`src/rtl/apb4_req_master_if.sv`:
```
// Request/response port plus APB4 master bus for apb4_req_master.
// master = bridge side, slave = requester/APB-slave side.
interface apb4_req_master_if #(
  parameter int ADDR_WIDTH = 32,
  parameter int DATA_WIDTH = 32
);
  localparam int SW = DATA_WIDTH / 8;

  logic                  req_valid_i;
  logic                  req_ready_o;
  logic                  req_write_i;
  logic [ADDR_WIDTH-1:0] req_addr_i;
  logic [DATA_WIDTH-1:0] req_wdata_i;
  logic [SW-1:0]         req_strb_i;

  logic                  rsp_valid_o;
  logic                  rsp_ready_i;
  logic [DATA_WIDTH-1:0] rsp_rdata_o;
  logic                  rsp_err_o;
  logic                  rsp_tout_o;

  logic [ADDR_WIDTH-1:0] paddr_o;
  logic [2:0]            pprot_o;
  logic                  psel_o;
  logic                  penable_o;
  logic                  pwrite_o;
  logic [DATA_WIDTH-1:0] pwdata_o;
  logic [SW-1:0]         pstrb_o;
  logic                  pready_i;
  logic [DATA_WIDTH-1:0] prdata_i;
  logic                  pslverr_i;

  modport master (
    input  req_valid_i, req_write_i,
    input  req_addr_i, req_wdata_i,
    input  req_strb_i,
    output req_ready_o,
    output rsp_valid_o, rsp_rdata_o,
    output rsp_err_o, rsp_tout_o,
    input  rsp_ready_i,
    output paddr_o, pprot_o, psel_o,
    output penable_o, pwrite_o,
    output pwdata_o, pstrb_o,
    input  pready_i, prdata_i,
    input  pslverr_i
  );

  modport slave (
    output req_valid_i, req_write_i,
    output req_addr_i, req_wdata_i,
    output req_strb_i,
    input  req_ready_o,
    input  rsp_valid_o, rsp_rdata_o,
    input  rsp_err_o, rsp_tout_o,
    output rsp_ready_i,
    input  paddr_o, pprot_o, psel_o,
    input  penable_o, pwrite_o,
    input  pwdata_o, pstrb_o,
    output pready_i, prdata_i,
    output pslverr_i
  );
endinterface

```
`src/rtl/apb4_req_master.sv`:
```
// Valid/ready request port to APB4 master bridge, one transfer at a time.
// SETUP/ACCESS sequencing, PREADY wait states, optional access timeout.
module apb4_req_master #(
  parameter int         ADDR_WIDTH = 32,
  parameter int         DATA_WIDTH = 32,
  parameter int         TIMEOUT    = 1024,
  parameter logic [2:0] PROT       = 3'b000
) (
  input logic               clk_i,
  input logic               rst_n_i,
  apb4_req_master_if.master bus
);
  localparam int SW = DATA_WIDTH / 8;
  localparam int AL = (SW > 1) ? $clog2(SW) : 0;
  localparam int CW =
    (TIMEOUT > 0) ? $clog2(TIMEOUT + 1) : 1;
  localparam bit TO_EN = (TIMEOUT > 0);
  localparam logic [ADDR_WIDTH-1:0] AMASK =
    {ADDR_WIDTH{1'b1}} << AL;
  localparam logic [CW-1:0] TMAX =
    CW'((TIMEOUT > 0) ? TIMEOUT - 1 : 0);

  typedef enum logic [1:0] {
    IDLE, SETUP, ACCESS, RESP
  } state_t;

  state_t state_q, state_d;

  logic [CW-1:0]         cnt_q;
  logic [ADDR_WIDTH-1:0] paddr_q;
  logic                  pwrite_q;
  logic [DATA_WIDTH-1:0] pwdata_q;
  logic [SW-1:0]         pstrb_q;
  logic                  psel_q;
  logic                  penable_q;
  logic                  rvalid_q;
  logic [DATA_WIDTH-1:0] rdata_q;
  logic                  rerr_q;
  logic                  rtout_q;

  logic accept;
  logic done;
  logic expire;

  always_comb begin
    state_d = state_q;
    accept  = 1'b0;
    done    = 1'b0;
    expire  = 1'b0;
    unique case (state_q)
      IDLE: begin
        accept = bus.req_valid_i;
        if (bus.req_valid_i) state_d = SETUP;
      end
      SETUP: state_d = ACCESS;
      ACCESS: begin
        done   = bus.pready_i;
        expire = TO_EN && !bus.pready_i &&
                 (cnt_q == TMAX);
        if (done || expire) state_d = RESP;
      end
      RESP: begin
        if (bus.rsp_ready_i) state_d = IDLE;
      end
    endcase
  end

  always_ff @(posedge clk_i or negedge rst_n_i) begin
    if (!rst_n_i) begin
      state_q   <= IDLE;
      cnt_q     <= '0;
      paddr_q   <= '0;
      pwrite_q  <= 1'b0;
      pwdata_q  <= '0;
      pstrb_q   <= '0;
      psel_q    <= 1'b0;
      penable_q <= 1'b0;
      rvalid_q  <= 1'b0;
      rdata_q   <= '0;
      rerr_q    <= 1'b0;
      rtout_q   <= 1'b0;
    end else begin
      state_q   <= state_d;
      // APB strobes are flops keyed off next state
      psel_q    <= (state_d == SETUP) ||
                   (state_d == ACCESS);
      penable_q <= (state_d == ACCESS);
      rvalid_q  <= (state_d == RESP);

      if (accept) begin
        paddr_q  <= bus.req_addr_i & AMASK;
        pwrite_q <= bus.req_write_i;
        pwdata_q <= bus.req_write_i ?
                    bus.req_wdata_i : '0;
        pstrb_q  <= bus.req_write_i ?
                    bus.req_strb_i : '0;
      end

      if (state_d == SETUP)
        cnt_q <= '0;
      else if (TO_EN && state_q == ACCESS &&
               !bus.pready_i && !expire)
        cnt_q <= cnt_q + CW'(1);

      if (done) begin
        rdata_q <= pwrite_q ? '0 : bus.prdata_i;
        rerr_q  <= bus.pslverr_i;
        rtout_q <= 1'b0;
      end else if (expire) begin
        rdata_q <= '0;
        rerr_q  <= 1'b1;
        rtout_q <= 1'b1;
      end
    end
  end

  assign bus.req_ready_o = (state_q == IDLE);
  assign bus.rsp_valid_o = rvalid_q;
  assign bus.rsp_rdata_o = rdata_q;
  assign bus.rsp_err_o   = rerr_q;
  assign bus.rsp_tout_o  = rtout_q;
  assign bus.paddr_o     = paddr_q;
  assign bus.pprot_o     = PROT;
  assign bus.psel_o      = psel_q;
  assign bus.penable_o   = penable_q;
  assign bus.pwrite_o    = pwrite_q;
  assign bus.pwdata_o    = pwdata_q;
  assign bus.pstrb_o     = pstrb_q;
endmodule

```
`src/flat_wrapper.sv`:
```
// flat-port wrapper written by rule: the top's interface ports become plain ports
module apb4_req_master_flat 
#(
  parameter int         ADDR_WIDTH = 32,
  parameter int         DATA_WIDTH = 32,
  parameter int         TIMEOUT    = 1024,
  parameter logic [2:0] PROT       = 3'b000
)
  (clk_i, rst_n_i, bus_req_valid_i, bus_req_write_i, bus_req_addr_i, bus_req_wdata_i, bus_req_strb_i, bus_req_ready_o, bus_rsp_valid_o, bus_rsp_rdata_o, bus_rsp_err_o, bus_rsp_tout_o, bus_rsp_ready_i, bus_paddr_o, bus_pprot_o, bus_psel_o, bus_penable_o, bus_pwrite_o, bus_pwdata_o, bus_pstrb_o, bus_pready_i, bus_prdata_i, bus_pslverr_i);
  apb4_req_master_if #(.ADDR_WIDTH(ADDR_WIDTH), .DATA_WIDTH(DATA_WIDTH)) bus_i ();
  input logic clk_i;
  input logic rst_n_i;
  input wire logic [$bits(bus_i.req_valid_i)-1:0] bus_req_valid_i;
  input wire logic [$bits(bus_i.req_write_i)-1:0] bus_req_write_i;
  input wire logic [$bits(bus_i.req_addr_i)-1:0] bus_req_addr_i;
  input wire logic [$bits(bus_i.req_wdata_i)-1:0] bus_req_wdata_i;
  input wire logic [$bits(bus_i.req_strb_i)-1:0] bus_req_strb_i;
  output wire logic [$bits(bus_i.req_ready_o)-1:0] bus_req_ready_o;
  output wire logic [$bits(bus_i.rsp_valid_o)-1:0] bus_rsp_valid_o;
  output wire logic [$bits(bus_i.rsp_rdata_o)-1:0] bus_rsp_rdata_o;
  output wire logic [$bits(bus_i.rsp_err_o)-1:0] bus_rsp_err_o;
  output wire logic [$bits(bus_i.rsp_tout_o)-1:0] bus_rsp_tout_o;
  input wire logic [$bits(bus_i.rsp_ready_i)-1:0] bus_rsp_ready_i;
  output wire logic [$bits(bus_i.paddr_o)-1:0] bus_paddr_o;
  output wire logic [$bits(bus_i.pprot_o)-1:0] bus_pprot_o;
  output wire logic [$bits(bus_i.psel_o)-1:0] bus_psel_o;
  output wire logic [$bits(bus_i.penable_o)-1:0] bus_penable_o;
  output wire logic [$bits(bus_i.pwrite_o)-1:0] bus_pwrite_o;
  output wire logic [$bits(bus_i.pwdata_o)-1:0] bus_pwdata_o;
  output wire logic [$bits(bus_i.pstrb_o)-1:0] bus_pstrb_o;
  input wire logic [$bits(bus_i.pready_i)-1:0] bus_pready_i;
  input wire logic [$bits(bus_i.prdata_i)-1:0] bus_prdata_i;
  input wire logic [$bits(bus_i.pslverr_i)-1:0] bus_pslverr_i;
  assign bus_i.req_valid_i = bus_req_valid_i;
  assign bus_i.req_write_i = bus_req_write_i;
  assign bus_i.req_addr_i = bus_req_addr_i;
  assign bus_i.req_wdata_i = bus_req_wdata_i;
  assign bus_i.req_strb_i = bus_req_strb_i;
  assign bus_req_ready_o = bus_i.req_ready_o;
  assign bus_rsp_valid_o = bus_i.rsp_valid_o;
  assign bus_rsp_rdata_o = bus_i.rsp_rdata_o;
  assign bus_rsp_err_o = bus_i.rsp_err_o;
  assign bus_rsp_tout_o = bus_i.rsp_tout_o;
  assign bus_i.rsp_ready_i = bus_rsp_ready_i;
  assign bus_paddr_o = bus_i.paddr_o;
  assign bus_pprot_o = bus_i.pprot_o;
  assign bus_psel_o = bus_i.psel_o;
  assign bus_penable_o = bus_i.penable_o;
  assign bus_pwrite_o = bus_i.pwrite_o;
  assign bus_pwdata_o = bus_i.pwdata_o;
  assign bus_pstrb_o = bus_i.pstrb_o;
  assign bus_i.pready_i = bus_pready_i;
  assign bus_i.prdata_i = bus_prdata_i;
  assign bus_i.pslverr_i = bus_pslverr_i;
  apb4_req_master #(.ADDR_WIDTH(ADDR_WIDTH), .DATA_WIDTH(DATA_WIDTH), .TIMEOUT(TIMEOUT), .PROT(PROT)) u_core (.clk_i(clk_i), .rst_n_i(rst_n_i), .bus(bus_i));
endmodule
```
`config.mk`:
```
export PLATFORM = sky130hd
export DESIGN_NAME = apb4_req_master_flat
export DESIGN_NICKNAME = d
export VERILOG_FILES = /design/src/rtl/apb4_req_master_if.sv /design/src/rtl/apb4_req_master.sv /design/src/flat_wrapper.sv
export SDC_FILE = /design/constraint.sdc
export NUM_CORES = 1
export LEC_CHECK = 0
export ABC_AREA = 1
export CAP_MARGIN = 15
export CORE_UTILIZATION = 45
export DETAILED_ROUTE_END_ITERATION = 12
export PLACE_DENSITY = 0.85
export SLEW_MARGIN = 15
export SYNTH_ARGS = -nofsm -noshare
export SYNTH_HDL_FRONTEND = slang
export SYNTH_SLANG_ARGS = --single-unit
```
`constraint.sdc`:
```
create_clock -name clk_i -period 3 [get_ports clk_i]
set_input_delay 0.75 -clock clk_i [delete_from_list [all_inputs] [get_ports clk_i]]
set_output_delay 0.75 -clock clk_i [all_outputs]
set_load 0.01 [all_outputs]
```
* Word level (Yosys, flattened, before mapping)
Index checks and enable logic that the tools add are counted.
** Word-level totals
- Output and inout port bits :: 110
- Word-level logic and storage cells :: 47
- Register bits after elaboration :: 117
** Cells by class
- Reductions and logical operators :: 10
- Add/sub/neg operators :: 1
- Multiplexer cells :: 17
- Equality and inequality tests :: 7
** Operators with widths (number)
- two-way mux 32 bit :: 4
- two-way mux 11 bit :: 2
- adder 11 x 1 -> 11 bit, second input constant :: 1
- equality test 11 x 10 -> 1 bit, second input constant :: 1
- equality test 2 bit, second input constant :: 4
- case mux 2 bit (4 select lines) :: 1
- two-way mux 1 bit :: 6
- two-way mux 2 bit :: 3
- equality test 2 x 1 -> 1 bit, second input constant :: 2
- two-way mux 4 bit :: 1
- nonzero test 2 bit :: 2
- logical AND 1 bit :: 3
- logical NOT 1 bit :: 2
- logical NOT 2 bit :: 1
- logical OR 1 bit :: 2

* Depth between registers and ports, before layout
- Depth in word-level cells :: 7
- Depth in mapped cells :: 13
- Gate-level depth less buffers :: 13

* Least setup slack after synthesis
No wires, ideal clock.
- Path kind :: reg-to-reg
- From :: reg u_core.cnt_q[0]
- To :: reg u_core.cnt_q[3]
- Arrival :: 1.891 ns
- Required time :: 2.870 ns
- Cell stages (with the launch flop) :: 13
- Slack :: 0.980 ns
- Period minus slack after synthesis :: 2.020 ns
- Library setup time :: 0.130 ns
- Path through :: dfrtp_1 > ha_1 > nand2_1 > nor2_4 > nand3_4 > nand3_4 > a21oi_1 > inv_1 > ha_1 > inv_1 > nand2_4 > nand2_1 > o21ai_0
** Between the ends
- Word-level cells in the longest chain between the ends :: 7
- Elaborated cells between the ends (all ways) :: 13
- Classes of those cells :: add/sub: 1; eq/ne: 2; mux: 5; reduce/logical: 5
** Ends and longest elaborated chain
- start: declaration :: RTL line apb4_req_master.sv:29 : logic [CW-1:0] cnt_q;
- start signal: assignment :: RTL line apb4_req_master.sv:103 : cnt_q <= cnt_q + CW'(1);
- equality test 11 x 10 -> 1 bit * :: RTL line apb4_req_master.sv:59 : (cnt_q == TMAX);
- logical AND 1 bit * :: RTL line apb4_req_master.sv:58 : expire = TO_EN && !bus.pready_i &&
- logical OR 1 bit * :: RTL line apb4_req_master.sv:60 : if (done || expire) state_d = RESP;
- two-way mux 2 bit * :: RTL line apb4_req_master.sv:60
- case mux 2 bit (4 select lines) * :: RTL line apb4_req_master.sv:50 : unique case (state_q)
- net u_core.state_d[0] :: RTL line apb4_req_master.sv:27 : state_t state_q, state_d;
- equality test 2 x 1 -> 1 bit * :: RTL line apb4_req_master.sv:99 : if (state_d == SETUP)
- two-way mux 11 bit or nonzero test 2 bit (tied branches)
Mark *: on every way through the listed nets, which the timed path passes. The rest lies on a longest branch. The select of a mux whose other input is x is not followed.
A chain may end at the register's enable or synchronous reset.

* Final worst setup path
- From :: reg u_core.state_q[1]
- To :: out bus_req_ready_o
** Between the ends
- Word-level cells in the longest chain between the ends :: 1
** Ends and longest elaborated chain
- start: declaration :: RTL line apb4_req_master.sv:27
- start signal: assignment :: RTL line apb4_req_master.sv:83 : state_q <= state_d;
- logical NOT 2 bit :: RTL line apb4_req_master.sv:117 : assign bus.req_ready_o = (state_q == IDLE);
- end: declaration :: RTL line flat_wrapper.sv:18 : output wire logic [$bits(bus_i.req_ready_o)-1:0] bus_req_ready_o;
No other way between the ends.

==> metrics.yaml <==
placement:
  port_buffers: 209
  gp_congestion: 0.807
  hpwlAfterDp_mm: 8.81
critical_path:
  crit_type: "reg2out"
  cp_data_required_time_ns: 2.25
  worst_setup_path_end_kind: "output port"
  r2r_cells: 13
  worstPathMaxFanout: 4
  r2r_end: "u_core.cnt_q[0]"
  arrival_ns: 1.67
  cp-start-kind: "register"
  reg2reg_from: "u_core.cnt_q[0]"
  r2r_slack_ns: 0.61
drt:
  dr.pass1.iters: 5
  routedWlPerCell_microns: 13.6
  drc: 0
  drtIter0Drc: 276
  antenna_left: 0
  routed-via-count: 4368
  wl_mm: 12.5
  vias_per_cell: 4.75
global_route:
  grt_pass1_wl_mm: 20.8
  overflow: 0
  antenna_found_initial: 0
  track_usage: 0.236
  grt_pass1_vias: 4335
  grt_max_degree: 104
min_path:
  min_path_type: "in2async"
synth:
  synth.distinct_cells: 29
  ys_ff_latch: 117
  synth_area_per_cell_sq_um: 8.67
  synth_commonest_cells: "nand2_1 (301), dfrtp_1 (117), o21ai_0 (37)"
  synth_top_flop_cell: "dfrtp_1"
  synth_top_area_share: 0.602
  yosysWarnings: 0
  yosysMostFrequentCell: "nand2_1"
  yosysTopAreaCell: "dfrtp_1"
  syn_area_sq_um: 4870
  async_flop_share: 1.00
  ys_seq_area_frac: 0.602
  synth_cells: 561
  synth_area_leaders: "dfrtp_1 (60%), nand2_1 (23%), o21ai_0 (3.8%)"
  synth_edf_count: 0
run:
  cap_violations: 0
timing:
  period_needed_ns: 2.42
  fin_crit_sh: 0.806
  final_hold_viol_count: 0
  rsz0062_at_grt: "no"
  fin_skew_ns: 0.00764
  hold_ws_ns: 0.197
  tightestPinTransition_ns: 0.885
  setup_viol: 0
  fin_setup_tns_ns: 0
  clock.fmax_ghz: 0.414
  slew_headroom: 0.410
  finalMaxSlewViolations: 0
clock_network:
  clk_pin_slew_ns: 0.06
  cts.sinks: 117
  cts_made_buffers: 17
  root_buffer: "clkbuf_8"
  post-cts-setup-buffer-count: 0
  cts_tree: "done"
  clkLatencyLatePin_ns: 0.50
  cts_resized: 0
  cts_hold_buffers: 0
  htreeDepth: 4
  clk_path_buf_depth: 2
pwr:
  ir_worst_vdd_uv: 461
  power_density_nw_per_um2: 934
  p_leak_nw: 3.66
die:
  row_count: 37
  die_h_microns: 106
  die_area_sq_um: 11200
  fp.coreArea_sq_um: 10400
  die_w_microns: 106
  start_util: 0.467
  ios: 217
outcome:
  status: "finished, final reports clean"
final_layout:
  drive_gt1_frac: 0.0676
  nets: 882
  areaGrowthSynthToFinish_pct: 56.2
  fillers: 742
  n_antenna_cell: 0
[area by class of cell]
class	instances	area, sq um	share of cell area
inverters	22	83.8	0.0110
well taps	136	170	0.0224
flip-flops and latches	117	2930	0.385
clock inverters	12	131	0.0173
clock buffers	20	435	0.0573
repair buffers	216	2150	0.284
multi-input cells	397	1700	0.223
[registers in the layout (all words and copies together), names as in the netlist]
register                cells
u_core.bus.pwdata_o        32
u_core.bus.rsp_rdata_o     32
u_core.bus.paddr_o         30
u_core.cnt_q               11
u_core.bus.pstrb_o          4
u_core.state_q              2
u_core.bus.penable_o        1
u_core.bus.psel_o           1
u_core.bus.pwrite_o         1
u_core.bus.rsp_err_o        1
u_core.bus.rsp_tout_o       1
u_core.bus.rsp_valid_o      1
[how the worst max path moves through the flow]
stage | start | to | slack, ns
final | u_core.state_q[1] | bus_req_ready_o | 0.58
after detailed placement | bus_pready_i | u_core.cnt_q[3] | 0.33
after global placement | bus_pready_i | u_core.cnt_q[0] | 0.40
after CTS | u_core.state_q[1] | bus_req_ready_o | 0.54
after global routing | u_core.cnt_q[0] | u_core.cnt_q[0] | 0.28
after floorplan | u_core.cnt_q[0] | u_core.cnt_q[3] | 0.98
[report_power, final]
| part | switching (W) | total (W) | internal, W | leakage (nW) |
|---|---|---|---|---|
| clock | 0.000697 | 0.00190 | 0.00120 | 0.267 |
| combinational | 0.00130 | 0.00269 | 0.00139 | 1.88 |
| sequential | 0.000338 | 0.00251 | 0.00217 | 1.51 |
| total | 0.00234 | 0.00710 | 0.00476 | 3.66 |
[metrics by stage]
stage / cells / instance area (sq um) / setup slack [ns] / util / power (W)
6_report: 920 / 7600 / 0.582 / 0.729 / 0.00710
5_1_grt: 920 / 7600 / 0.283 / 0.729 / 0.00756
4_1_cts: 920 / 7600 / 0.540 / 0.729 / 0.00718
3_5_place_dp: 888 / 7030 / 0.333 / 0.675 / 0.00523
3_3_place_gp: 888 / 7030 / 0.400 / 0.675 / 0.00513
2_1_floorplan: 565 / 4880 / 0.980 / - / 0.00372
[metal layers]
layer  vias up  GRT usage  share of wire
met5         -          0              0
met1      2037      0.283           0.41
li1       2138          -              -
met2       171      0.395           0.50
met3        22     0.0760          0.070
met4         0     0.0952          0.020
[critical path, stage by stage, from the launching register on]
cell,delay (ns)
dfrtp_1,0.41
nor2_2,0.18
clkdlybuf4s50_1,0.59
[kinds of logic (layout without fill, tap and decap cells)]
family	Yosys count	after routing	synth area share
simple gates	345	345	0.288
compound gates	41	41	0.0424
flops	117	117	0.602
other cells	1	5	0.000771
fa+ha+maj	4	4	0.0103
buf+inv	51	270	0.0535
xor+xnor	2	2	0.00360
[placed cells by master (no fill, tap or decap), types with 5 or more instances in the layout]
master	n
nand4_1	5
conb_1	5
nor2_1	15
o21ai_0	37
buf_4	7
clkdlybuf4s50_1	208
dfrtp_1	117
inv_1	20
nand3_1	9
clkbuf_16	16
nand2_1	300
Note: power is estimated with default switching activity, not from simulation.
